==> src/rtl/ahb_mtx_pkg.sv <==
// Shared AHB encodings and burst helpers for the layer-1 bus matrix.
package ahb_mtx_pkg;

  typedef enum logic [1:0] {
    HT_IDLE   = 2'b00,
    HT_BUSY   = 2'b01,
    HT_NONSEQ = 2'b10,
    HT_SEQ    = 2'b11
  } htrans_e;

  typedef enum logic [2:0] {
    HB_SINGLE = 3'd0,
    HB_INCR   = 3'd1,
    HB_WRAP4  = 3'd2,
    HB_INCR4  = 3'd3,
    HB_WRAP8  = 3'd4,
    HB_INCR8  = 3'd5,
    HB_WRAP16 = 3'd6,
    HB_INCR16 = 3'd7
  } hburst_e;

  localparam int BEAT_W = 4;

  // Remaining beats after the NONSEQ of a fixed-length burst; 0 for SINGLE/INCR.
  function automatic logic [BEAT_W-1:0] burst_beats_m1(input logic [2:0] hburst);
    case (hburst)
      HB_WRAP4,  HB_INCR4:  return BEAT_W'(3);
      HB_WRAP8,  HB_INCR8:  return BEAT_W'(7);
      HB_WRAP16, HB_INCR16: return BEAT_W'(15);
      default:              return '0;
    endcase
  endfunction

endpackage

==> src/rtl/ahb_rr_pick.sv <==
// Rotated-priority scan: first set req bit starting at rr_ptr, wrapping modulo NUM_PORTS.
module ahb_rr_pick #(
  parameter int NUM_PORTS = 4,
  parameter int PORT_W    = 2
) (
  input  logic [NUM_PORTS-1:0] req,
  input  logic [PORT_W-1:0]    rr_ptr,
  output logic [PORT_W-1:0]    winner,
  output logic                 found
);

  logic [PORT_W-1:0] idx;

  // Walk from lowest to highest priority so the last hit is the winner.
  always_comb begin
    winner = '0;
    found  = 1'b0;
    idx    = '0;
    for (int k = NUM_PORTS - 1; k >= 0; k--) begin
      idx = PORT_W'((int'(rr_ptr) + k) % NUM_PORTS);
      if (req[idx]) begin
        winner = idx;
        found  = 1'b1;
      end
    end
  end

endmodule

==> src/rtl/ahb_out_rr_arb.sv <==
// Output-stage round-robin arbiter for one shared AHB slave port; holds across
// fixed bursts and locks, and bounds undefined-length ownership with a hold limit.
module ahb_out_rr_arb
  import ahb_mtx_pkg::*;
#(
  parameter int NUM_PORTS = 4,
  parameter int PORT_W    = 2,
  parameter int MAX_HOLD  = 16
) (
  input  logic                 HCLK,
  input  logic                 HRESET,
  input  logic [NUM_PORTS-1:0] req_port,
  input  logic                 HREADYM,
  input  logic                 HSELM,
  input  logic [1:0]           HTRANSM,
  input  logic [2:0]           HBURSTM,
  input  logic                 HMASTLOCKM,
  output logic [PORT_W-1:0]    addr_in_port,
  output logic                 no_port,
  output logic                 arb_busy
);

  localparam int HOLD_W = $clog2(MAX_HOLD + 1);

  logic [PORT_W-1:0]    rr_ptr, winner, rr_nxt;
  logic [BEAT_W-1:0]    beat_cnt;
  logic [HOLD_W-1:0]    hold_cnt;
  logic [NUM_PORTS-1:0] owner_mask;
  logic active, other_req, hold_max, found, keep, grant, owner_chg;

  assign active     = HSELM && (HTRANSM != HT_IDLE);
  assign owner_mask = NUM_PORTS'(1) << addr_in_port;
  assign other_req  = |(req_port & ~owner_mask);
  assign hold_max   = (hold_cnt >= HOLD_W'(MAX_HOLD));

  ahb_rr_pick #(.NUM_PORTS(NUM_PORTS), .PORT_W(PORT_W)) u_pick (
    .req    (req_port),
    .rr_ptr (rr_ptr),
    .winner (winner),
    .found  (found)
  );

  // Lock, in-flight fixed burst, or an active owner under its hold budget keeps the grant.
  assign keep      = HMASTLOCKM
                  || ((beat_cnt != '0) && (HTRANSM == HT_SEQ))
                  || (active && (!other_req || !hold_max));
  assign grant     = !keep && found;
  assign owner_chg = grant && (no_port || (winner != addr_in_port));
  assign rr_nxt    = (winner == PORT_W'(NUM_PORTS - 1)) ? '0 : winner + 1'b1;

  always_ff @(posedge HCLK or posedge HRESET) begin
    if (HRESET) begin
      addr_in_port <= '0;
      no_port      <= 1'b1;
      arb_busy     <= 1'b0;
      rr_ptr       <= '0;
      beat_cnt     <= '0;
      hold_cnt     <= '0;
    end else if (HREADYM) begin
      if (grant) begin
        addr_in_port <= winner;
        no_port      <= 1'b0;
        rr_ptr       <= rr_nxt;
      end else if (!keep && !HSELM) begin
        no_port      <= 1'b1;
      end

      arb_busy <= HMASTLOCKM | (beat_cnt != '0);

      // A NONSEQ always restarts tracking: reload for fixed bursts, clear otherwise.
      if (active && (HTRANSM == HT_NONSEQ))
        beat_cnt <= burst_beats_m1(HBURSTM);
      else if (active && (HTRANSM == HT_SEQ) && (beat_cnt != '0))
        beat_cnt <= beat_cnt - 1'b1;
      else if (HTRANSM == HT_IDLE)
        beat_cnt <= '0;

      if (owner_chg || !other_req)
        hold_cnt <= '0;
      else if (active && !hold_max)
        hold_cnt <= hold_cnt + 1'b1;
    end
  end

endmodule

==> config.mk <==
export PLATFORM = sky130hd
export DESIGN_NAME = ahb_out_rr_arb
export DESIGN_NICKNAME = d
export VERILOG_FILES = /design/src/rtl/ahb_mtx_pkg.sv /design/src/rtl/ahb_rr_pick.sv /design/src/rtl/ahb_out_rr_arb.sv
export SDC_FILE = /design/constraint.sdc
export NUM_CORES = 1
export LEC_CHECK = 0
export ABC_AREA = 1
export BUFFER_PORTS_ARGS = -buffer_cell sky130_fd_sc_hd__buf_2
export CORE_MARGIN = 2
export CORE_UTILIZATION = 56
export DETAILED_ROUTE_END_ITERATION = 6
export PLACE_DENSITY = 0.78
export SLEW_MARGIN = 20
export SYNTH_ARGS = -nofsm -noshare
export SYNTH_HDL_FRONTEND = slang
export SYNTH_HIERARCHICAL = 1
export SYNTH_SLANG_ARGS = --single-unit
==> constraint.sdc <==
create_clock -name HCLK -period 2.7 [get_ports HCLK]
set_input_delay 0.405 -clock HCLK [delete_from_list [all_inputs] [get_ports HCLK]]
set_output_delay 0.405 -clock HCLK [all_outputs]
set_load 0.02 [all_outputs]
* Yosys cells after proc, flatten, opt, wreduce, memory -nomap -nowiden
Cells that the tools add are included.
Storage, ports and cells: flip-flop bits (word level) 15, input port bits 14, output and inout bits 4, word-level logic and storage cells 89
Cells by class: $add $sub $neg 6, order comparisons 5, equality and inequality tests 10, shifts and indexed selects 1, mux-type cells 25, bitwise gates (word level) 3, reductions and logical operators 33
Operator list (count):
- == test 3 bit, second input constant | 4
- less-than comparator 2 x 3 -> 1 bit, second input constant | 4
- two-way mux 4 bit | 3
- case mux 4 bit (3 select lines) | 1
- logical AND 1 bit | 10
- two-way mux 1 bit | 10
- two-way mux 2 bit | 5
- two-way mux 5 bit | 2
- binary-select mux 1 bit (select 2 bit) | 4
- AND reduction 2 bit | 4
- == test 2 bit, second input constant | 3
- == test 3 x 2 -> 1 bit, second input constant | 2
- nonzero test 2 bit | 3
- OR reduction 2 bit | 3
- adder 5 x 1 -> 5 bit, second input constant | 1
- >= comparator 5 bit, second input constant | 1
- logical OR 1 bit | 5
- adder 2 x 1 -> 2 bit, second input constant | 2
- adder 2 bit, second input constant | 2
- bitwise AND 4 bit | 1
- zero test 1 bit | 4
- inverter 4 bit | 1
- nonzero test 4 bit | 1
- OR reduction 4 bit | 1
- other kinds (6) | 6

* Logic depth before layout (Yosys ltp)
word-level depth 14, depth in mapped cells 19, gate-level depth less buffers 18

* Hierarchy
The synthesis kept the hierarchy.
Modules (own cells, without submodules):
- ahb_out_rr_arb | instances 1, cells each 135, area each 1057.3 um^2, seq. area each 376.6 um^2
- ahb_rr_pick | instances 1, cells each 44, area each 215.2 um^2, seq. area each 0.0 um^2

* Worst setup path before layout
No wires, ideal clock.
path type reg2reg, from register rr_ptr[0], to register hold_cnt[2], setup time 0.118 ns, arrival time 1.737 ns, data required time 2.582 ns, slack 0.845 ns, cell stages (with the launch flop) 19, path buffers 1, period minus slack after synthesis 1.855 ns, cell sequence dfrtp_1 buf_6 inv_4 nand2_1 nand2_2 inv_2 nand2_1 nand3_2 nand2_1 nand2_1 nand2_1 xor2_1 nor2_1 nor2_1 nand3_2 nand3_4 nand2_4 nand2_1 nand2_1
On the way: cells in the longest elaborated chain, start to end 13, elaborated cells on any way between the ends 27, classes of those cells add/sub (3); eq/ne (1); mux (17); reduce/logical (6)
Ends and longest elaborated chain:
- from (decl) | RTL line ahb_out_rr_arb.sv:25 | logic [PORT_W-1:0] rr_ptr, winner, rr_nxt;
- from (signal assigned) | RTL line ahb_out_rr_arb.sv:63 | rr_ptr <= rr_nxt;
- adder 2 bit | RTL line ahb_rr_pick.sv:20 | idx = PORT_W'((int'(rr_ptr) + k) % NUM_PORTS);
- binary-select mux 1 bit (select 2 bit) | RTL line ahb_rr_pick.sv:21 | if (req[idx]) begin
- two-way mux 1 bit (implied by the code) | RTL line ahb_rr_pick.sv:21
- two-way mux 2 bit (3 in series) | RTL line ahb_rr_pick.sv:21
- two-way mux 2 bit * | RTL line ahb_rr_pick.sv:21
- via winner[0] | RTL line ahb_out_rr_arb.sv:25
- inequality test 2 bit * | RTL line ahb_out_rr_arb.sv:48 | assign owner_chg = grant && (no_port || (winner != addr_in_port));
- logical OR 1 bit * | RTL line ahb_out_rr_arb.sv:48
- logical AND 1 bit * | RTL line ahb_out_rr_arb.sv:48
- logical OR 1 bit * | RTL line ahb_out_rr_arb.sv:78 | if (owner_chg || !other_req)
- nonzero test 2 bit (no line)
- AND reduction 2 bit (no line)
- to (signal assigned) | RTL line ahb_out_rr_arb.sv:81 | hold_cnt <= hold_cnt + 1'b1;
- to (decl) | RTL line ahb_out_rr_arb.sv:27 | logic [HOLD_W-1:0] hold_cnt;
The timed path passes the listed nets; every way through them passes the cells marked *. The select of a mux whose other input is x is not followed. A chain may end at the register's enable or synchronous reset.

* Worst setup path in the final report
from register rr_ptr[0], to register hold_cnt[0]
The elaborated chain is that of the path after synthesis.

==> results by group <==
Timing
  • Fmax: 459 MHz
  • Final hold vios: 0
  • Tmin final: 2180 ps
  • Worst-margin pin slew: 562 ps
  • Endpoints failing setup: 0
  • TNS Setup: 0 ps
  • Final clock skew: 4.95 ps
  • Final worst-path cycle share: 0.808
  • Final slew viol count: 0
  • Slew HR: 0.625
  • RSZ-0062 raised after global routing: false

Power and ir drop
  • Power Density: 881 nW/um2
  • Flop pwr share: 0.322
  • Combinational share of power: 0.576
  • Worst IR Drop VDD: 0.000636 V
  • Switch share: 0.496
  • Pleak: 0.736 nW
  • Int Pwr: 0.000618 W
  • Pwr Total: 0.00122 W
  • Sw power: 0.000607 W
  • Clock power frac: 0.102

Clocking
  • Resized Gates After CTS: 0
  • Clk buf depth: 2
  • Worst skew pair latency: 280 ps
  • CTS Hold Buffers Added: 0
  • Post-CTS Setup Bufs: 0
  • Total CTS buffers: 3
  • TritonCTS clock tree: built
  • Clk sinks: 15
  • Clock-pin slew on the worst setup and hold paths: 90 ps
  • CTS root buf: clkbuf_4
  • H-tree depth: 1

Job
  • Max-cap violations: 0

Critical path
  • Required time worst endpoint: 2870 ps
  • Worst path cell trace: nand2_1, and2_4, nand2_2, nand2_2, inv_2, nand3_1, nand2_1, xor2_1, nor2_1, nor2_1, nand3_2, nand3_4, nand2_4, nand2_1, nand2_1
  • CP Launch Type: flop
  • Critical path's slowest cell: dfrtp_1
  • Endpoint type of the worst setup path: flop
  • CP arrival: 2360 ps
  • CP Class: flop to flop
  • CP delay by family, top: simple AND/OR/NAND/NOR gates
  • Cell repeated most along the worst path: nand2_1
  • Slowest cell delay on critical path: 580 ps
  • Critical Path Fanout Max: 11
  • Worst Path Buf+Inv: 1

Synth
  • Synth async-reset ratio: 1.00
  • Leading area contributor after synthesis: dfrtp_1
  • Syn Std Cell Area: 1270 um2
  • Number of enable flip-flop cells after synthesis: 0
  • Main area contributors after synthesis: dfrtp_1 (28%), nand2_1 (15%), nand3_1 (7.1%)
  • Synth top cells by count: nand2_1 (52), inv_1 (20), nand3_1 (18), dfrtp_1 (14)
  • Gate Count Post-Synth: 179
  • Syn_area_per_cell: 7.11 um2
  • Seq cells post-synth: 15
  • Top-area cell type share of the netlist area: 0.275
  • Synth cell types: 29
  • Dominant synthesized flop cell: dfrtp_1
  • Seq/Total Area, Yosys: 0.296
  • Syn Nets: 196
  • Synth warn: 6
  • Most common cell in the netlist: nand2_1

Final layout
  • Antenna diode count: 0
  • Area Overhead vs Synth: 9.24%
  • NumNets Final: 215
  • Share of cells above drive strength 1: 0.294

Run status
  • Status: finished, final reports clean

Drt
  • Vias/cell: 5.13
  • Drt first-iter violations: 35
  • Post-route DRC: 0
  • Drt pass-1 iters: 4
  • Via Count: 1154
  • ANT nets after route: 0
  • Routed wire length: 2.47 mm
  • Average wire per standard cell: 11.0 um

Global route
  • Initial antenna violation count: 0
  • Vias in the first global route: 1064
  • First-pass GRT wire length: 4.18 mm
  • Pin count of the biggest net entering global routing: 16
  • Global route overflow: 0
  • Overall routing resource usage: 0.204

Placed design
  • Detailed Place HPWL: 1.96 mm
  • Placer congestion estimate: 0.881
  • Port buffer count: 16

Die
  • Row cnt: 17
  • Core area: 2170 um2
  • Io pins: 18
  • Die Span X: 51.7 um
  • Die Ht: 51.7 um
  • Die ar.: 2670 um2
  • Initial Util: 0.587

Hold path
  • Worst Hold Class: primary input to async pin
## registers in the layout (all words and copies together) (netlist names)
register / count
addr_in_port: 2
arb_busy: 1
beat_cnt: 4
hold_cnt: 5
no_port: 1
rr_ptr: 2
## cell families after synthesis
logic type               after synthesis  share of synthesized area
AND/OR/NAND/NOR                      107                      0.428
flip-flops                            15                      0.296
buffers and inverters                 29                      0.102
AO/OA/AOI/OAI                         19                      0.103
XOR/XNOR                               6                     0.0413
adder cells (fa/ha/maj)                3                     0.0295
## cells in the final DEF, fill, tap and decap left out, types with 2 or more instances in the layout
cell,Yosys,layout
nand2_1,52,52
inv_1,20,20
nand3_1,18,18
buf_2,0,16
dfrtp_1,14,14
nor2_1,11,11
nand2_2,11,11
o21ai_1,7,7
inv_2,5,5
o21ai_0,5,5
xor2_1,4,4
nand3_2,4,4
nor2_4,3,3
nor2_2,3,3
a21oi_2,3,3
ha_1,3,3
clkbuf_4,0,3
nand2_4,2,2
xnor2_1,2,2
clkinv_2,1,2
## per-stage QoR
stage	utilization	hold WS, ps	cells	setup WS [ps]	instance area [um2]
finish	0.641	157	225	519	1390
global route	0.641	209	225	291	1390
CTS	0.641	167	225	509	1390
detailed placement	0.628	471	221	529	1360
global placement	0.628	458	221	608	1360
floorplan	-	306	179	845	1270
## path summary, 6_finish.rpt
check	cells past startpoint	endpoint	startpoint	slack, ps
setup / recovery	15	hold_cnt[0]	rr_ptr[0]	520
hold / removal	2	beat_cnt[1]	HRESET	160
setup reg to reg	15	hold_cnt[0]	rr_ptr[0]	520
hold reg to reg	2	arb_busy	arb_busy	490
max in group asynchronous	2	arb_busy	HRESET	2170
min in group HCLK	3	arb_busy	HMASTLOCKM	370
## power by group through the flow
stage	combinational (W)	clock [W]	sequential [W]
after floorplan	0.000574	0	0.000387
after global placement	0.000662	0	0.000392
after detailed placement	0.000695	0	0.000399
after CTS	0.000700	0.000130	0.000393
after global routing	0.000793	0.000137	0.000409
final	0.000706	0.000125	0.000394
## layer usage
layer  up-vias  GRT usage  wire (um)
met3         4     0.0431        102
met5         -          0          0
li1        599          -          -
met2        29      0.374       1240
met4         0     0.0570         20
met1       522      0.237       1110
## cell type report
type | instances | area, um2
fill | 202 | 779
multi-input combinational | 135 | 766
sequential | 15 | 377
inverter | 27 | 105
timing repair buffer | 16 | 80.1
tap | 28 | 35.0
clock buffer | 3 | 22.5
clock inverter | 1 | 5.00
Power figures use the tool's default switching activity.
